`src/rtl/or_reduce_pipe.sv`:
```
// Pipelined OR/AND/XOR/NOR reduction built from registered 4-input nodes.
// Each result also updates a sticky hit flag and a saturating hit counter.
module or_reduce_pipe #(
  parameter int WIDTH = 16,
  parameter int CNT_W = 8
) (
  input  logic             clk,
  input  logic             resetl,
  input  logic             in_valid,
  input  logic [WIDTH-1:0] in_data,
  input  logic [1:0]       mode,
  input  logic             acc_clr,
  output logic             out_valid,
  output logic             q,
  output logic             sticky,
  output logic [CNT_W-1:0] count
);

  localparam logic [1:0] MODE_OR  = 2'b00;
  localparam logic [1:0] MODE_AND = 2'b01;
  localparam logic [1:0] MODE_XOR = 2'b10;
  localparam logic [1:0] MODE_NOR = 2'b11;

  localparam logic [CNT_W-1:0] CNT_ONE = {{(CNT_W-1){1'b0}}, 1'b1};
  localparam logic [CNT_W-1:0] CNT_MAX = '1;

  function automatic int calc_levels(input int w);
    int lv;
    int cap;
    lv  = 1;
    cap = 4;
    while (cap < w) begin
      cap = cap * 4;
      lv  = lv + 1;
    end
    return lv;
  endfunction

  // Number of signals present after 'lvl' rounds of 4:1 reduction.
  function automatic int level_width(input int lvl);
    int n;
    n = WIDTH;
    for (int i = 0; i < lvl; i++) n = (n + 3) / 4;
    return n;
  endfunction

  // NOR travels through the tree as OR; it is inverted only at the last level.
  function automatic logic node_reduce(input logic [3:0] x, input logic [1:0] m);
    case (m)
      MODE_AND: return &x;
      MODE_XOR: return ^x;
      default:  return |x;
    endcase
  endfunction

  localparam int LEVELS = calc_levels(WIDTH);

  for (genvar lvl = 0; lvl < LEVELS; lvl++) begin : g_lvl
    localparam int N_IN  = level_width(lvl);
    localparam int N_OUT = level_width(lvl + 1);

    logic [N_IN-1:0]    din;
    logic [1:0]         mode_in;
    logic               valid_in;
    logic [4*N_OUT-1:0] padded;
    logic [N_OUT-1:0]   node_out;
    logic [N_OUT-1:0]   data_r;
    logic               valid_r;

    if (lvl == 0) begin : g_src
      assign din      = in_data;
      assign mode_in  = mode;
      assign valid_in = in_valid;
    end else begin : g_chain
      assign din      = g_lvl[lvl-1].data_r;
      assign mode_in  = g_lvl[lvl-1].g_inner.mode_r;
      assign valid_in = g_lvl[lvl-1].valid_r;
    end

    // NOTE: every always_comb output gets a full default first, so no path can infer a latch.
    always_comb begin
      padded           = {(4*N_OUT){mode_in == MODE_AND}};
      padded[N_IN-1:0] = din;
    end

    for (genvar n = 0; n < N_OUT; n++) begin : g_node
      assign node_out[n] = node_reduce(padded[4*n +: 4], mode_in);
    end

    // NOTE: sequential state uses non-blocking assignment so all stages advance together.
    always_ff @(posedge clk or negedge resetl) begin
      if (!resetl) valid_r <= 1'b0;
      else         valid_r <= valid_in;
    end

    if (lvl == LEVELS - 1) begin : g_last
      always_ff @(posedge clk or negedge resetl) begin
        if (!resetl)       data_r <= '0;
        else if (valid_in) data_r <= (mode_in == MODE_NOR) ? ~node_out : node_out;
      end
    end else begin : g_inner
      logic [1:0] mode_r;

      // NOTE: intermediate data/mode carry no reset; the reset valid bit qualifies them.
      always_ff @(posedge clk) begin
        if (valid_in) begin
          data_r <= node_out;
          mode_r <= mode_in;
        end
      end
    end
  end

  assign out_valid = g_lvl[LEVELS-1].valid_r;
  assign q         = g_lvl[LEVELS-1].data_r[0];

  logic hit;
  assign hit = out_valid & q;

  // A hit coincident with a clear opens the new epoch rather than being lost.
  always_ff @(posedge clk or negedge resetl) begin
    if (!resetl) begin
      sticky <= 1'b0;
      count  <= '0;
    end else if (acc_clr) begin
      sticky <= hit;
      count  <= hit ? CNT_ONE : '0;
    end else if (hit) begin
      sticky <= 1'b1;
      if (count != CNT_MAX) count <= count + CNT_ONE;
    end
  end

endmodule
```
`config.mk`:
```
export PLATFORM = sky130hd
export DESIGN_NAME = or_reduce_pipe
export DESIGN_NICKNAME = d
export VERILOG_FILES = /design/src/rtl/or_reduce_pipe.sv
export SDC_FILE = /design/constraint.sdc
export NUM_CORES = 1
export LEC_CHECK = 0
export ABC_AREA = 1
export BUFFER_PORTS_ARGS = -buffer_cell sky130_fd_sc_hd__buf_2
export CAP_MARGIN = 20
export CORE_UTILIZATION = 25
export DETAILED_ROUTE_END_ITERATION = 12
export SYNTH_ARGS = -nofsm -noshare
export SYNTH_HDL_FRONTEND = slang
export SYNTH_SLANG_ARGS = --single-unit
```
`constraint.sdc`:
```
create_clock -name clk -period 1.75 [get_ports clk]
set_input_delay 0.4375 -clock clk [delete_from_list [all_inputs] [get_ports clk]]
set_output_delay 0.4375 -clock clk [all_outputs]
set_load 0.1 [all_outputs]
```
# After elaboration in Yosys (flattened, before gate mapping)
# Index checks and enable logic that the tools add are counted.
[totals]
word_cells = 46
output_inout_bits = 11
input_bits = 22
register_bits = 18
[op_classes]
muxes = 12
addsub = 1
n_eq_ne = 6
n_reduce_logical = 18
n_bitwise = 2
[ops]
columns = ["op", "count"]
rows = [
  ["2-to-1 mux 8 bit", 3],
  ["AND reduction 4 bit", 5],
  ["OR reduction 4 bit", 5],
  ["parity 4 bit", 5],
  ["one-hot mux 1 bit (2 select lines)", 5],
  ["adder 8 x 1 -> 8 bit, second input constant", 1],
  ["!= test 8 bit, second input constant", 1],
  ["== test 2 bit, second input constant", 3],
  ["== test 2 x 1 -> 1 bit, second input constant", 2],
  ["2-to-1 mux 1 bit", 4],
  ["nonzero test 2 bit", 2],
  ["AND reduction 2 bit", 1],
  ["bitwise AND 1 bit", 1],
  ["NOT 1 bit", 1],
]

# Longest topological paths before layout
[logic_depth]
word_depth = 4
ltp_mapped = 10

# Worst setup path before layout
# OpenSTA, ideal clock, no wires.
[synth_path]
path_type = "reg2reg"
start = "reg count[1]"
end = "reg count[7]"
n_path_buf = 1
slack_ns = -0.270
required_time_ns = 1.667
path_stages_with_launch = 9
setup_ns = 0.083
period_less_slack_ns = 2.020
t_arrival_ns = 1.938
cell_sequence = "dfrtp_1 ha_1 nand2_2 nor2_2 nand3_1 nand2_2 buf_6 nand2_1 o21ai_0"
[synth_between]
elab_chain_len = 4
word_cells_on_any_way = 7
cone_classes = "add/sub: 1; eq/ne: 1; mux: 3; reduce/logical: 2"
[synth_rtl]
columns = ["element", "line", "rtl"]
rows = [
  ["start: declaration", "16", "output logic [CNT_W-1:0] count"],
  ["start signal: assignment", "127", "count <= hit ? CNT_ONE : '0;"],
  ["start signal: assignment", "130", "if (count != CNT_MAX) count <= count + CNT_ONE;"],
  ["adder 8 x 1 -> 8 bit", "130", ""],
  ["2-to-1 mux 8 bit", "130", ""],
  ["2-to-1 mux 8 bit", "128", "end else if (hit) begin"],
  ["2-to-1 mux 8 bit", "125", "end else if (acc_clr) begin"],
]
# Several ways; a longest one is shown, not always the timed one. The select of a mux whose other input is x is not followed.
# A chain may end at the register's enable or synchronous reset.

# Worst setup path after layout
[layout_path]
start = "reg count[5]"
end = "out count[5]"
# No word-level cell between the ends.

==> results.cfg <==
[status]
status = completed

[final_layout]
areaGrowthSynthToFinish_pct = 20.5
drive_gt1_frac = 0.237
fillers = 542
num-nets-final = 256
post-route-util = 0.323
n_antenna_cell = 0
fin_area_sq_um = 1690

[sta]
tightest_slew_ns = 0.510
fmax_mhz = 631
grt_setup_unrepaired = false
fin_crit_ns = 1.58
slew_headroom = 0.662
finalCritPeriodShare = 0.905
skew_ns = 0.00694
setup-tns-final_ns = 0
final-setup-viol-count = 0
hold_viol_final = 0
slew_viol_final = 0
hold_ws_ns = 0.0488

[global_route]
grt_busiest_layer = met2
overflow = 0
use_met1 = 0.113
grt_max_degree = 14
grt_first_pass_wirelength_um = 4670
grt_usage = 0.0987
antenna_found_initial = 0
grt_use_met2 = 0.171
grt_pass1_vias = 1116
use_met3 = 0.0238

[placed_design]
placed_cell_area_sq_um = 1640
io_buffer_count = 32
hpwl_um = 2030
routabilityCongestion = 0.787

[yosys]
synth_seq_cells = 18
syn_inst = 172
ys.warnings.count = 0
avgSynthCellArea_sq_um = 8.15
synthAdderAreaFrac = 0.232
synthDistinctLibCells = 21
yosysSeqAreaShare = 0.343
synth-compound-area-share = 0.0696
synth_top_family_by_area = adder cells
synthXorXnorAreaFrac = 0.0250
synth.net_count = 220
synthSimpleGateAreaFrac = 0.215
syn-cell-area_sq_um = 1400
synth_mux_area_frac = 0

[die]
std_cell_rows = 26
start_util = 0.268
fp.dieH_um = 76.9
io_pins = 33
die_w_um = 76.9
core-area_sq_um = 5240
die_area_sq_um = 5910

[route]
drt-initial-drc-count = 55
wl_per_cell_um = 9.13
postRouteAntennaNets = 0
wl_um = 2530
drc_errors = 0
vias = 1136
firstDrtPassIters = 4
via_per_inst = 4.10

[pwr]
p_per_area_nw_per_um2 = 745
p_leak_uw = 0.000930
peakVddDrop_v = 0.000315

[cts]
clock_latency_ns = 0.26
path_clk_slew_ns = 0.07
cts_buffers = 3
cts_setup_buffers = 0
htree_levels = 1
cts_tree = built
post_cts_resized = 0
postCtsHoldBufs = 0
root_buffer = clkbuf_8
cts_sinks = 18
cts_max_path_buffers = 2

[worst_setup_path]
cp_top_family = buffers and inverters
r2r_slack_ns = 0.29
critPathLaunchType = register
critPathMaxStageDelay_ns = 0.45
cp.required_ns = 1.31
critical_path.slowest_cell = buf_2
ff2ff_path_depth = 7
path_cells = buf_2
critPathBufInv = 1
cp.arrival_ns = 1.15
cp-end-kind = output port
crit_fanout = 8
reg2reg_from = count[1]
criticalPathCategory = reg -> out
regToRegEndpoint = count[6]

[worst_hold_path]
hp-class = in -> async

[job]
max-cap-violations = 0
## metrics by stage
step / setup WS (ns) / std cells / power, uW
after detailed placement: 0.294 / 273 / 970
after CTS: 0.163 / 277 / 1280
after floorplan: 0.0485 / 172 / 865
after global placement: 0.320 / 273 / 962
after global routing: 0.114 / 277 / 1340
final: 0.166 / 277 / 1260
## cells in the mapped netlist
library cell | number | area [sq um]
a22oi_1 | 1 | 7.51
buf_6 | 1 | 11.3
nor2_2 | 1 | 6.26
or2_2 | 1 | 6.26
o21ai_0 | 3 | 15.0
nand3_1 | 18 | 90.1
a31oi_1 | 4 | 25.0
o211ai_1 | 1 | 7.51
nor2_1 | 8 | 30.0
xor2_1 | 4 | 35.0
nand2_1 | 36 | 135
o21bai_1 | 1 | 7.51
o21ai_2 | 4 | 35.0
nand4_1 | 1 | 6.26
dfrtp_1 | 12 | 300
ha_1 | 26 | 325
inv_1 | 39 | 146
inv_2 | 1 | 3.75
nand3b_1 | 2 | 15.0
nand2_2 | 2 | 12.5
edfxtp_1 | 6 | 180
## worst max path at each step
| stage | from | to | cells after the start |
|---|---|---|---|
| 2_1_floorplan | count[7] | count[7] | 7 |
| 3_3_place_gp | mode[0] | g_lvl[0].data_r[0] | 5 |
| 3_5_place_dp | count[1] | count[6] | 7 |
| 4_1_cts | count[5] | count[5] | 1 |
| 5_1_grt | count[5] | count[5] | 1 |
| 6_report | count[5] | count[5] | 1 |
## state kept, by name, summed over array words and instances, names as in the netlist
register / cells
g_lvl.data_r: 4
g_lvl.valid_r: 1
sticky: 1
count: 8
q: 1
g_lvl.g_inner.mode_r: 2
out_valid: 1
## cells in the final DEF, fill, tap and decap left out, drive strengths merged
cell and count:
nand2 38, nand4 1, o21bai 1, nand3b 2, nor2 9, a31oi 4, nand3 18, clkinv 1
o21ai 7, a22oi 1, or2 1, xor2 4, clkbuf 3, dfrtp 12, buf 32, ha 26
inv 40, edfxtp 6, o211ai 1
## where the power goes
part	switching, uW	total, uW	leakage, uW	internal [uW]
sequential	34.2	518	0.000208	483
clock	147	303	0.0000231	156
combinational	324	437	0.000698	113
## kinds of logic (layout without fill, tap and decap cells)
group                    after synthesis  after routing
AO/OA/AOI/OAI                         14             14
XOR/XNOR                               4              4
adder cells (fa/ha/maj)               26             26
buffers and inverters                 41             76
flip-flops                            18             18
AND/OR/NAND/NOR                       69             69
## routing by layer
metal,vias up,share of wire,wire length (um)
met4,0,0.020,51
met5,-,0,0
li1,609,-,-
met1,497,0.46,1170
met2,25,0.48,1210
met3,5,0.036,91
## cell type report
| type | instances | area, sq um | area share |
|---|---|---|---|
| multi-input combinational | 113 | 759 | 0.450 |
| clock buffer | 3 | 41.3 | 0.0244 |
| clock inverter | 1 | 3.75 | 0.00222 |
| inverter | 40 | 150 | 0.0889 |
| timing repair buffer | 32 | 160 | 0.0948 |
| tap | 70 | 87.6 | 0.0519 |
| sequential | 18 | 487 | 0.288 |
No activity file was read; power rests on OpenSTA's default activity.
